**src/rtl/carregador_programa.sv**
```systemverilog
// Program loader: receives a length-prefixed, XOR-checksummed byte stream and
// writes little-endian 32-bit words into instruction memory, holding the CPU until it verifies.
module carregador_programa #(
    parameter int unsigned DEPTH     = 256,
    parameter logic [31:0] BASE_ADDR = 32'h0000_0000
) (
    input  logic        clk,
    input  logic        reset,
    input  logic        start,
    input  logic [7:0]  rx_data,
    input  logic        rx_valid,
    output logic        rx_ready,
    output logic        mem_we,
    output logic [31:0] mem_addr,
    output logic [31:0] mem_wdata,
    output logic        cpu_hold,
    output logic        done,
    output logic        error
);

    typedef enum logic [2:0] {
        S_IDLE,
        S_LEN_LO,
        S_LEN_HI,
        S_DATA,
        S_CHECK,
        S_DONE,
        S_ERROR
    } state_t;

    state_t      state;
    state_t      state_nxt;
    logic        load_start;

    logic [7:0]  len_lo;
    logic [15:0] len;
    logic [1:0]  byte_cnt;
    logic [15:0] word_idx;
    logic [7:0]  csum;
    logic [23:0] word_sr;

    logic [16:0] len_full;
    logic        last_word;

    assign len_full  = {1'b0, rx_data, len_lo};
    assign last_word = (word_idx + 16'd1) == len;

    always_ff @(posedge clk or posedge reset) begin
        if (reset) begin
            state <= S_IDLE;
        end else begin
            state <= state_nxt;
        end
    end

    always_comb begin
        state_nxt  = state;
        rx_ready   = 1'b0;
        done       = 1'b0;
        error      = 1'b0;
        cpu_hold   = 1'b1;
        load_start = 1'b0;
        case (state)
            S_IDLE: begin
                if (start) begin
                    state_nxt  = S_LEN_LO;
                    load_start = 1'b1;
                end
            end
            S_LEN_LO: begin
                rx_ready = 1'b1;
                if (rx_valid) state_nxt = S_LEN_HI;
            end
            S_LEN_HI: begin
                rx_ready = 1'b1;
                if (rx_valid) begin
                    if (len_full > 17'(DEPTH)) state_nxt = S_ERROR;
                    else if (len_full == '0)   state_nxt = S_CHECK;
                    else                       state_nxt = S_DATA;
                end
            end
            S_DATA: begin
                rx_ready = 1'b1;
                if (rx_valid && byte_cnt == 2'd3 && last_word) state_nxt = S_CHECK;
            end
            S_CHECK: begin
                rx_ready = 1'b1;
                if (rx_valid) state_nxt = (rx_data == csum) ? S_DONE : S_ERROR;
            end
            S_DONE: begin
                done     = 1'b1;
                cpu_hold = 1'b0;
                if (start) begin
                    state_nxt  = S_LEN_LO;
                    load_start = 1'b1;
                end
            end
            S_ERROR: begin
                error = 1'b1;
                if (start) begin
                    state_nxt  = S_LEN_LO;
                    load_start = 1'b1;
                end
            end
            default: state_nxt = S_IDLE;
        endcase
    end

    // Bytes shift in from the top so the first byte lands in bits [7:0] once the word is complete.
    always_ff @(posedge clk or posedge reset) begin
        if (reset) begin
            len_lo    <= '0;
            len       <= '0;
            byte_cnt  <= '0;
            word_idx  <= '0;
            csum      <= '0;
            word_sr   <= '0;
            mem_we    <= 1'b0;
            mem_addr  <= BASE_ADDR;
            mem_wdata <= '0;
        end else begin
            mem_we <= 1'b0;
            if (load_start) begin
                len_lo   <= '0;
                len      <= '0;
                byte_cnt <= '0;
                word_idx <= '0;
                csum     <= '0;
            end
            case (state)
                S_LEN_LO: begin
                    if (rx_valid) len_lo <= rx_data;
                end
                S_LEN_HI: begin
                    if (rx_valid) len <= {rx_data, len_lo};
                end
                S_DATA: begin
                    if (rx_valid) begin
                        word_sr  <= {rx_data, word_sr[23:8]};
                        csum     <= csum ^ rx_data;
                        byte_cnt <= byte_cnt + 2'd1;
                        if (byte_cnt == 2'd3) begin
                            mem_we    <= 1'b1;
                            mem_wdata <= {rx_data, word_sr};
                            mem_addr  <= BASE_ADDR + {14'd0, word_idx, 2'b00};
                            word_idx  <= word_idx + 16'd1;
                        end
                    end
                end
                default: ;
            endcase
        end
    end

endmodule

```
**config.mk**
```make
export PLATFORM = sky130hd
export DESIGN_NAME = carregador_programa
export DESIGN_NICKNAME = d
export VERILOG_FILES = /design/src/rtl/carregador_programa.sv
export SDC_FILE = /design/constraint.sdc
export NUM_CORES = 1
export LEC_CHECK = 0
export CAP_MARGIN = 40
export CORE_UTILIZATION = 50
export CTS_BUF_LIST = sky130_fd_sc_hd__clkbuf_2
export DETAILED_ROUTE_END_ITERATION = 16
export PLACE_DENSITY = 0.82
export SYNTH_ARGS = -nofsm -noshare
export SYNTH_HDL_FRONTEND = slang
export SYNTH_SLANG_ARGS = --single-unit
```
**constraint.sdc**
```tcl
create_clock -name clk -period 3.9 [get_ports clk]
set_input_delay 0.585 -clock clk [delete_from_list [all_inputs] [get_ports clk]]
set_output_delay 0.585 -clock clk [all_outputs]
set_load 0.02 [all_outputs]
```
## Yosys cells after proc, flatten, opt, wreduce, memory -nomap -nowiden

Index checks and enable logic that the tools add are counted.

- Word-level logic and storage cells: 71
- Bits in registers: 126
- Output and inout bits: 69

- Mux-type cells: 34
- Reductions and logical operators: 9
- Add/subtract/negate cells: 2
- Eq/ne operators: 14
- Bitwise logic cells: 1
- Order comparisons: 1

Operators with widths:

| operator | number |
|---|---|
| 2-to-1 mux 16 bit | 7 |
| 2-to-1 mux 8 bit | 6 |
| 2-to-1 mux 3 bit | 7 |
| logical NOT 17 bit | 1 |
| adder 16 x 1 -> 16 bit, second input constant | 1 |
| equality test 16 bit | 1 |
| > comparator 16 x 9 -> 1 bit, second input constant | 1 |
| case mux 3 bit (5 select lines) | 1 |
| equality test 3 bit, second input constant | 3 |
| 2-to-1 mux 1 bit | 9 |
| equality test 8 bit | 1 |
| 2-to-1 mux 2 bit | 4 |
| inequality test 2 bit, second input constant | 4 |
| XOR 8 bit | 1 |
| equality test 3 x 2 -> 1 bit, second input constant | 2 |
| AND reduction 5 bit | 1 |
| OR reduction 4 bit | 1 |
| equality test 3 x 1 -> 1 bit, second input constant | 1 |
| logical NOT 3 bit | 1 |
| AND reduction 3 bit | 1 |
| OR reduction 3 bit | 1 |
| adder 2 x 1 -> 2 bit, second input constant | 1 |
| equality test 2 bit, second input constant | 1 |
| logical AND 1 bit | 2 |
| 2 further kinds | 2 |

## Logic depth before layout (Yosys ltp)

- Depth in word-level cells: 7
- Depth in mapped cells: 9
- Mapped depth without buffers: 7

## Worst setup path before layout

No wires, ideal clock.

- Kind: flip-flop to flip-flop
- From: register word_idx[0]
- To: register state[0]
- Cell stages (with the launch flop): 8
- Data required time: 3.780 ns
- Arrival time: 1.956 ns
- Path slack: 1.824 ns
- Path through: dfrtp_1 > ha_1 > and3_1 > and3_1 > xnor3_1 > a2111oi_2 > a31oi_1 > a31o_1

- Cells in the longest elaborated chain, start to end: 5

RTL lines:

| element | RTL line | RTL |
|---|---|---|
| from (decl) | 38 | `logic [15:0] word_idx;` |
| from (signal assigned) | 146 | `word_idx <= word_idx + 16'd1;` |
| adder 16 x 1 -> 16 bit | 46 | `assign last_word = (word_idx + 16'd1) == len;` |
| equality test 16 bit | 46 |  |
| logical AND 1 bit | 84 | `if (rx_valid && byte_cnt == 2'd3 && last_word) state_nxt = S_CHECK;` |
| inequality test 2 bit (no line) | n/a |  |
| AND reduction 5 bit (no line) | n/a |  |
| to (signal assigned) | 52 | `state <= state_nxt;` |
| to (decl) | 31 | `state_t state;` |

Every way passes these cells.
A chain may end at the register's enable or synchronous reset.

## Worst setup path in the final report

- From: register state[2]
- To: output error

- Cells in the longest elaborated chain, start to end: 2

RTL lines:

| element | RTL line | RTL |
|---|---|---|
| equality test 3 bit | 63 | `case (state)` |
| 2-to-1 mux 1 bit | 63 |  |
| to (decl) | 18 | `output logic error` |

Every way passes these cells.

==> results.sh <==
export IMPL_cp_arrival_ns=2.45
export IMPL_final_util_pct=59.4
export IMPL_drive_above_1_share_pct=8.25
export IMPL_hpwl_um=9150
export IMPL_p_switching_mw=1.74
export IMPL_cts_buffers=17
export IMPL_synth_cell_type_count=60
export IMPL_final_period_utilization_pct=77.8
export IMPL_min_period_ns=3.03
export IMPL_pwr_share_comb_pct=37.1
export IMPL_cts_hold_buf=0
export IMPL_slew_headroom_pct=48.9
export IMPL_syn_inst=637
export IMPL_htree_levels=4
export IMPL_die_x_um=111
export IMPL_rsz0062_at_grt="false"
export IMPL_r2r_end="word_idx[13]"
export IMPL_seq_power_share_pct=46.5
export IMPL_die_area_um2=12400
export IMPL_required_ns=3.31
export IMPL_layout_cells_most_common_list="nand2_1 (229), dfrtp_1 (126), clkdlybuf4s50_1 (64), xnor2_1 (28), o21ai_0 (27)"
export IMPL_violations="DRC"
export IMPL_ys_warn_count=0
export IMPL_first_pass_iters=11
export IMPL_final_nets=704
export IMPL_viasPerCell=5.50
export IMPL_cp_endpoint="error"
export IMPL_cp_num_buf_inv=1
export IMPL_seq_area_um2=3150
export IMPL_max_stage_delay_ns=0.69
export IMPL_first_iter_violations=368
export IMPL_p_int_mw=2.71
export IMPL_grt_pass1_vias=4607
export IMPL_post_route_drc_count=7
export IMPL_cellPowerDensity_nw_per_um2=650
export IMPL_cts_tree="built"
export IMPL_wl_per_cell_um=15.6
export IMPL_fillers=965
export IMPL_async_reset_ff_share_pct=100
export IMPL_skew_ns=0.0282
export IMPL_ir_worst_vdd_v=0.000435
export IMPL_clk_latency_ns=0.66
export IMPL_worst_path_max_fanout=14
export IMPL_seq_area_frac_synth_pct=52.8
export IMPL_ys_seq_elements=126
export IMPL_crit_family="flip-flops"
export IMPL_swShare_pct=39.2
export IMPL_rrSetupSlack_ns=1.33
export IMPL_worstPathCellList="nor2b_1, and2_1, clkdlybuf4s50_1"
export IMPL_avgSynthCellArea_um2=9.37
export IMPL_p_leak_nw=3.33
export IMPL_maxSlewViolCount=0
export IMPL_clkPwrFrac_pct=16.4
export IMPL_worst_slack_ns=0.866
export IMPL_fmax_mhz=330
export IMPL_clk_pin_slew_worst_paths_ns=0.20
export IMPL_mostFrequentLayoutCell="nand2_1"
export IMPL_dpl_worst_slack_ns=1.07
export IMPL_drt_total_wl_um=13200
export IMPL_gp_congestion=0.873
export IMPL_antenna_found_initial=0
export IMPL_cts_max_path_buffers=2
export IMPL_synth_ff_type="dfrtp_1"
export IMPL_maxCapViolCount=0
export IMPL_cts_sinks=126
export IMPL_rr_worst_depth=8
export IMPL_post_cts_buffers=0
export IMPL_status="finished with violations"
export IMPL_worst_path_stages=3
export IMPL_cts_root_buffer="clkbuf_2"
export IMPL_finalHoldViolCount=0
export IMPL_tightest_slew_ns=0.765
export IMPL_synthesis_area_um2=5970
export IMPL_finalSetupViolCount=0
export IMPL_area_growth_pct=14.6
export IMPL_hold_path_class="input port to async pin"
export IMPL_grt_max_degree=74
export IMPL_worstSetupStartpoint="state[2]"
export IMPL_antennaDiodeCount=0
export IMPL_io_buffer_count=64
export IMPL_r2r_start="state[1]"
export IMPL_grt_pass1_wl_um=22000
export IMPL_critPathCaptureType="output port"
export IMPL_cts_resized=0
export IMPL_io_pins=81
export IMPL_rows=39
export IMPL_worstSetupPathType="flip-flop to output port"
export IMPL_core_area_um2=11500
export IMPL_tns_ns=0
export IMPL_start_kind="flip-flop"
export IMPL_grt_use_total_pct=22.4
export IMPL_multiInputGateArea_um2=2530
export IMPL_start_util_pct=51.8
export IMPL_routed_via_count=4654
export IMPL_slowest_stage="dfrtp_1"
export IMPL_die_h_um=111
export IMPL_place_area_um2=6630
export IMPL_detail_route_antenna_nets=0
export IMPL_synth_edf_count=0
export IMPL_overflow=0
export IMPL_stdcell_area_um2=6840
## layout make-up
| type | count | area share (%) |
|---|---|---|
| Clock buffer | 19 | 1.39 |
| Inverter | 10 | 0.604 |
| Sequential cell | 126 | 46.1 |
| Timing Repair Buffer | 74 | 10.6 |
| Clock inverter | 13 | 1.70 |
| Multi-Input combinational cell | 461 | 36.9 |
| Tap cell | 143 | 2.62 |
## flip-flops by register name, summed over array words and instances, names as in the netlist
name,cells
byte_cnt,2
len,16
word_sr,24
mem_addr,16
word_idx,16
mem_we,1
csum,8
mem_wdata,32
len_lo,8
state,3
## cell families (layout without fill, tap and decap cells)
group	count (synthesis)	count (layout)	share of synthesized area, %
multiplexers	9	9	1.53
XOR/XNOR	35	35	5.37
AO/OA/AOI/OAI	106	106	12.6
adder cells (fa/ha/maj)	2	2	0.419
other	1	16	0.0628
flip-flops	126	126	52.8
buffers and inverters	65	116	5.79
AND/OR/NAND/NOR	293	293	21.3
## power groups by stage
stage	Combinational (mW)	Sequential (mW)	Clock, mW
floorplan	1.04	2.12	0
global placement	1.58	2.07	0
detailed placement	1.65	2.09	0
CTS	1.66	2.06	0.752
global route	1.81	2.12	0.809
finish	1.65	2.07	0.732
## stage by stage
stage	hold WS, ns	std cells	power [mW]
4_1_cts	0.329	846	4.48
2_1_floorplan	0.439	652	3.16
3_3_place_gp	0.459	813	3.65
6_report	0.361	846	4.45
5_1_grt	0.346	846	4.75
3_5_place_dp	0.456	814	3.74
## routing by layer
layer	track usage [%]	part of all wire, %	vias to the layer above
li1	-	-	2211
met1	27.9	43	2268
met2	37.5	50	154
met3	5.85	5.5	21
met4	8.38	1.5	0
met5	0	0	-
## synth_stat cells, types with 2 or more instances
cell type,instances,share of area [%]
nor3_1,2,0.17
nor3b_1,2,0.25
inv_1,9,0.57
nand3_1,6,0.50
nand2_1,230,14
o31ai_1,6,0.75
o21a_1,6,0.75
a22o_1,25,3.7
buf_6,2,0.38
and4_1,3,0.44
buf_2,6,0.50
or2_2,2,0.21
a21oi_1,9,0.75
and3_1,3,0.31
a21o_1,3,0.38
buf_4,21,2.6
nor4_1,4,0.42
mux2i_1,8,1.3
nand4_1,3,0.31
o41ai_1,4,0.59
ha_1,2,0.42
o21ai_0,27,2.3
nand4_2,2,0.42
dfrtp_1,126,53
nor2_1,21,1.3
a2111oi_2,2,0.50
nand2b_1,3,0.31
xor2_1,6,0.88
and2_1,2,0.21
or4_1,2,0.25
xnor2_1,28,4.1
a32oi_1,2,0.29
clkbuf_1,26,1.6
o21ai_1,8,0.67
## how the worst min path moves through the flow
stage | to | startpoint | cells past startpoint | slack (ns)
2_1_floorplan | mem_wdata[0] | word_sr[0] | 2 | 0.44
3_3_place_gp | mem_addr[9] | mem_addr[9] | 2 | 0.46
3_5_place_dp | mem_wdata[1] | word_sr[1] | 2 | 0.46
4_1_cts | mem_wdata[31] | reset | 2 | 0.33
5_1_grt | mem_wdata[31] | reset | 2 | 0.35
6_report | mem_wdata[1] | reset | 2 | 0.36
Note: power is estimated with default switching activity, not from simulation.
